$ cat config.mk
export PLATFORM = sky130hd
export DESIGN_NAME = seven_seg_display
export DESIGN_NICKNAME = d
export VERILOG_FILES = /design/src/rtl/seven_seg_pkg.sv /design/src/rtl/seven_seg_decode.sv /design/src/rtl/seven_seg_display.sv
export SDC_FILE = /design/constraint.sdc
export NUM_CORES = 1
export LEC_CHECK = 0
export BUFFER_PORTS_ARGS = -buffer_cell sky130_fd_sc_hd__buf_2
export CAP_MARGIN = 30
export CORE_AREA = 2 2 39 41
export CTS_BUF_LIST = sky130_fd_sc_hd__clkbuf_4
export CTS_CLUSTER_DIAMETER = 120
export DETAILED_ROUTE_END_ITERATION = 7
export DIE_AREA = 0 0 41 43
export PLACE_DENSITY = 0.52
export SKIP_LAST_GASP = 1
export SLEW_MARGIN = 20
export SYNTH_ARGS = -nofsm -noshare
export SYNTH_HDL_FRONTEND = slang
export SYNTH_SLANG_ARGS = --single-unit
$ cat constraint.sdc
create_clock -name clk -period 1.23 [get_ports clk]
set_input_delay 0.246 -clock clk [delete_from_list [all_inputs] [get_ports clk]]
set_output_delay 0.246 -clock clk [all_outputs]
set_load 0.01 [all_outputs]
$ cat src/rtl/seven_seg_pkg.sv
// Shared types and glyph constants for the seven-segment display path.
// Segment vector order is {a,b,c,d,e,f,g}, bit 6 = a, active-high logical.
package seven_seg_pkg;

    localparam int unsigned SEG_W = 7;
    localparam int unsigned BCD_W = 4;

    typedef logic [SEG_W-1:0] seg_t;

    localparam seg_t BLANK  = 7'b0000000;
    localparam seg_t ALL_ON = 7'b1111111;

    localparam seg_t ZERO   = 7'b1111110;
    localparam seg_t ONE    = 7'b0110000;
    localparam seg_t TWO    = 7'b1101101;
    localparam seg_t THREE  = 7'b1111001;
    localparam seg_t FOUR   = 7'b0110011;
    localparam seg_t FIVE   = 7'b1011011;
    localparam seg_t SIX    = 7'b0011111;  // house glyph: segment a off
    localparam seg_t SEVEN  = 7'b1110000;
    localparam seg_t EIGHT  = 7'b1111111;
    localparam seg_t NINE   = 7'b1111011;

    localparam seg_t HEX_A  = 7'b1110111;
    localparam seg_t HEX_B  = 7'b0011111;  // same shape as SIX
    localparam seg_t HEX_C  = 7'b1001110;
    localparam seg_t HEX_D  = 7'b0111101;
    localparam seg_t HEX_E  = 7'b1001111;
    localparam seg_t HEX_F  = 7'b1000111;

endpackage : seven_seg_pkg

$ cat src/rtl/seven_seg_decode.sv
// Combinational BCD/hex code to logical segment pattern.
// Build option: define SEVEN_SEG_HEX_EN to render 10-15 as hex glyphs.
module seven_seg_decode
    import seven_seg_pkg::*;
(
    input  logic [BCD_W-1:0] code,
    output seg_t             seg_c,
    output logic             invalid_c
);

    // Table lookup; unmatched codes (including X/Z in simulation) fall to blank+invalid
    always_comb begin
        seg_c     = BLANK;
        invalid_c = 1'b1;
        case (code)
            4'd0:  begin seg_c = ZERO;  invalid_c = 1'b0; end
            4'd1:  begin seg_c = ONE;   invalid_c = 1'b0; end
            4'd2:  begin seg_c = TWO;   invalid_c = 1'b0; end
            4'd3:  begin seg_c = THREE; invalid_c = 1'b0; end
            4'd4:  begin seg_c = FOUR;  invalid_c = 1'b0; end
            4'd5:  begin seg_c = FIVE;  invalid_c = 1'b0; end
            4'd6:  begin seg_c = SIX;   invalid_c = 1'b0; end
            4'd7:  begin seg_c = SEVEN; invalid_c = 1'b0; end
            4'd8:  begin seg_c = EIGHT; invalid_c = 1'b0; end
            4'd9:  begin seg_c = NINE;  invalid_c = 1'b0; end
`ifdef SEVEN_SEG_HEX_EN
            4'd10: begin seg_c = HEX_A; invalid_c = 1'b0; end
            4'd11: begin seg_c = HEX_B; invalid_c = 1'b0; end
            4'd12: begin seg_c = HEX_C; invalid_c = 1'b0; end
            4'd13: begin seg_c = HEX_D; invalid_c = 1'b0; end
            4'd14: begin seg_c = HEX_E; invalid_c = 1'b0; end
            4'd15: begin seg_c = HEX_F; invalid_c = 1'b0; end
`endif
            default: begin
                seg_c     = BLANK;
                invalid_c = 1'b1;
            end
        endcase
    end

endmodule : seven_seg_decode

$ cat src/rtl/seven_seg_display.sv
// Registered seven-segment driver: decode, blank/lamp-test override,
// optional common-anode inversion, output register.
// Build option: SEVEN_SEG_HEX_EN (passed through to seven_seg_decode).
module seven_seg_display
    import seven_seg_pkg::*;
#(
    parameter bit ACTIVE_LOW = 1'b0
) (
    input  logic             clk,
    input  logic             rst,
    input  logic [BCD_W-1:0] BCD,
    input  logic             blank,
    input  logic             lamp_test,
    output logic [SEG_W-1:0] Display,
    output logic             invalid
);

    localparam seg_t RST_PINS = ACTIVE_LOW ? ALL_ON : BLANK;

    seg_t dec_seg;
    logic dec_invalid;
    seg_t display_d, display_q;
    logic invalid_d, invalid_q;

    seven_seg_decode u_decode (
        .code      (BCD),
        .seg_c     (dec_seg),
        .invalid_c (dec_invalid)
    );

    // Override priority (lamp test over blank over decode), then pin polarity
    always_comb begin
        display_d = dec_seg;
        invalid_d = dec_invalid;
        if (blank) begin
            display_d = BLANK;
        end
        if (lamp_test) begin
            display_d = ALL_ON;
        end
        if (ACTIVE_LOW) begin
            display_d = ~display_d;
        end
    end

    // Output register with synchronous reset to the blank pin pattern
    always_ff @(posedge clk) begin
        if (rst) begin
            display_q <= RST_PINS;
            invalid_q <= 1'b0;
        end else begin
            display_q <= display_d;
            invalid_q <= invalid_d;
        end
    end

    assign Display = display_q;
    assign invalid = invalid_q;

endmodule : seven_seg_display

## After elaboration in Yosys (flattened, before gate mapping)

Memories as Yosys holds them, arrays and structs flattened.
Index checks and enable logic that the tools add are counted.

- Memories: 1
- Bits in latches: 0
- Bits in read-only memories: 128
- Bits of input ports: 8
- Logic and storage cells: 5
- RAM bits: 0
- Bits in registers: 8
- Output and inout bits: 8

- Shifts and indexed selects: 0
- Equal/unequal tests: 0
- Div/mod/pow operators: 0
- Bitwise operators: 0
- Magnitude comparators: 0
- Multipliers: 0
- $add $sub $neg: 0
- Reduce and logical (&&, ||, !) cells: 0
- Mux-type cells: 2

Memories:

| memory | depth | width | read ports | clocked after memory_dff | write ports | line | RTL |
|---|---|---|---|---|---|---|---|
| (no name shown) | 16 | 8 | 1 | 0 | 0 | seven_seg_decode.sv:15 | `case (code)` |

Operators by type and width:

| cell | count |
|---|---|
| 7-bit two-way mux | 2 |

## Longest topological paths before layout

An unclocked memory read counts as a cell.

- Depth after elaboration: 3
- Depth in mapped cells: 5

## Hierarchy

Synthesis repeated with hierarchy kept, for this count alone.

- Cell total of the unflattened synthesis: 52
- Area total of the unflattened synthesis: 478.0 um^2

Modules (own cells, without submodules):

| module | area an instance (um^2) | cells an instance | times used |
|---|---|---|---|
| seven_seg_display | 254.0 | 25 | 1 |
| seven_seg_decode | 224.0 | 27 | 1 |

## Worst setup path after synthesis

Ideal clock, no wire load.

- Kind: input port to flip-flop
- From: in BCD[0]
- To: reg display_q[0] (netlist: Display[0])
- Arrival: 1.019 ns
- Buffers on the path: 0
- Library setup time: 0.074 ns
- Stages: 3
- Setup slack: 0.136 ns
- Path through: ha_1 -> or4b_1 -> a31oi_1

- Cells in the longest elaborated chain, start to end: 3

Ends and longest elaborated chain:

| what | line | RTL |
|---|---|---|
| start: declaration | seven_seg_display.sv:11 | `input logic [BCD_W-1:0] BCD,` |
| memory 16 x 8 bit | - |  |
| 7-bit two-way mux | seven_seg_display.sv:35 | `if (blank) begin` |
| 7-bit two-way mux | seven_seg_display.sv:38 | `if (lamp_test) begin` |
| end signal: assignment | seven_seg_display.sv:52 | `display_q <= display_d;` |
| end: declaration | seven_seg_display.sv:22 | `seg_t display_d, display_q;` |

No other way between the ends.
A chain may end at the register's enable or synchronous reset.

## Worst setup path in the final report

Same ends and word-level chain as after synthesis.

==> reports/results.ini <==
[global_route]
grt.overflow.total = 0
grt_pass1_wl_mm = 1.145
grt_max_degree = 11
grt.total_usage = 0.1003
antenna_found_initial = 0
first_global_vias = 315

[outcome]
status = finished, final reports clean

[min_path]
min_path_type = in2reg

[timing]
relSlewSlack = 0.7767
hold_ws_ns = 0.2325
fin_crit_ns = 1.003
setup_viol = 0
slew_viol_final = 0
hold_viol = 0
grt_setup_unrepaired = no
period_share = 0.8151
fmax_mhz = 997.4
tightest_slew_ns = 0.3337

[critical_path]
path_cells = buf_2, ha_1, or4b_1, a31oi_1
start_kind = input pin
critical_path_class = in2reg
cp-end-kind = register
path_buf_inv = 1
slowest_stage = or4b_1
critPathArrivalTime_ns = 1.18
cp_top_family = simple AND/OR/NAND/NOR gates
max_stage_delay_ns = 0.46
crit_fanout = 3
crit_required_ns = 1.40

[clock_tree]
clk_pin_slew_ns = 0.05
cts_tree = built
cts_buffers = 3
cts_resized = 0
clock-sinks = 8
root_buffer = clkbuf_4
post_cts_buffers = 0
h-tree-depth = 1
hold_buffers = 0
cts_max_path_buffers = 2

[floorplanning]
die_h_um = 43
start_util = 0.2694
die_x_um = 41
core_area_sq_um = 1384
dieArea_sq_um = 1763
io_pins = 16
rows = 14

[drt]
dr_wl_met2_um = 352
routed_via_density = 4.532
drcViolationCount = 0
drt-met1-wl_um = 291
route.met3.wl_um = 44
vias = 358
drtIter0Drc = 1
ant_nets = 0
totalWireLength_um = 701
highest_layer = met4
wl_per_cell_um = 8.873
firstDrtPassIters = 3

[cells_and_area]
area_growth_pct = 38.25
insertedDiodeCount = 0
drive_above_1_share = 0.3492
stdcell_count = 79
final_nets = 77

[power_and_ir_drop]
p_leak_nw = 0.2605
power_uw = 583.7
ir_drop_mv = 0.2667
power_density_nw_per_um2 = 1132

[yosys]
syn_area_sq_um = 372.9
syn_inst = 42
syn_nets = 54
ys_ff_latch = 8
yosysUniqueCellTypes = 17
syn_area_per_cell_sq_um = 8.878
yosysWarningCount = 0
synth-seq-area-share = 0.4295

[run]
cap_violations = 0

[place]
gp_congestion = 0.7010
dp.cells = 76
io_buffers = 15
hpwl_um = 597.6

routing by layer:
layer  global-route usage  up-vias
li1                     -      186
met1              0.09936      160
met2               0.1500       10
met3              0.01571        2
met4               0.1200        0
met5                    0        -
synthesized netlist by cell type:
library cell | count | area, sq um
dfxtp_1 | 8 | 160.2
nand2_1 | 2 | 7.510
ha_1 | 4 | 50.05
a2bb2oi_1 | 1 | 8.760
or3_1 | 1 | 6.260
or4b_1 | 1 | 10.01
nor2_1 | 5 | 18.77
a31oi_1 | 2 | 12.51
inv_1 | 3 | 11.26
nor3_1 | 1 | 5.000
nand2b_1 | 3 | 18.77
o21a_1 | 1 | 7.510
a21oi_1 | 4 | 20.02
xnor2_1 | 1 | 8.760
a21o_1 | 1 | 7.510
o21ai_0 | 3 | 15.01
buf_2 | 1 | 5.000
worst paths after layout:
path / from / end / cells past startpoint
setup / recovery: BCD[0] / Display[0] / 4
hold / removal: rst / Display[0] / 2
through the flow:
stage	utilization	TNS, ns	setup WS, ns	area [sq um]
2_1_floorplan	-	0	0.1364	372.9
3_5_place_dp	0.3562	-0.03367	-0.03367	493.0
5_1_grt	0.3725	0	0.1479	515.5
4_1_cts	0.3725	0	0.2263	515.5
3_3_place_gp	0.3562	-0.01681	-0.01681	493.0
6_report	0.3725	0	0.2274	515.5
area by class of cell:
cell class | instances | area [sq um]
Multi-Input combinational cell | 30 | 196.4
Tap cell | 16 | 20.02
Timing Repair Buffer | 19 | 105.1
Sequential cell | 8 | 160.2
Clock buffer | 3 | 22.52
Fill cell | 156 | 868.3
Inverter | 3 | 11.26
where the power goes:
part | total, mW | internal [mW] | switching, mW | leakage [nW]
clock network | 0.188 | 0.111 | 0.0772 | 0.0138
logic | 0.111 | 0.0530 | 0.0583 | 0.180
registers | 0.284 | 0.280 | 0.00389 | 0.0670
total | 0.584 | 0.444 | 0.139 | 0.260
placed cells by master (no fill, tap or decap):
| cell | count |
|---|---|
| a21o_1 | 1 |
| a21oi_1 | 4 |
| a2bb2oi_1 | 1 |
| a31oi_1 | 2 |
| buf_2 | 15 |
| buf_4 | 4 |
| clkbuf_4 | 3 |
| dfxtp_1 | 8 |
| ha_1 | 4 |
| inv_1 | 3 |
| nand2_1 | 2 |
| nand2b_1 | 3 |
| nor2_1 | 5 |
| nor3_1 | 1 |
| o21a_1 | 1 |
| o21ai_0 | 3 |
| or3_1 | 1 |
| or4b_1 | 1 |
| xnor2_1 | 1 |
registers in the layout, indices dropped and copies added, names as in the netlist:
| register | cells |
|---|---|
| Display | 7 |
| invalid | 1 |
cell families (layout without fill, tap and decap cells):
kind of cell,Yosys count,count (layout),synth area share
xor+xnor,1,1,0.02349
fa+ha+maj,4,4,0.1342
compound gates,12,12,0.1913
flops,8,8,0.4295
simple gates,13,13,0.1779
buf+inv,4,25,0.04361
Note: power is estimated with default switching activity, not from simulation.
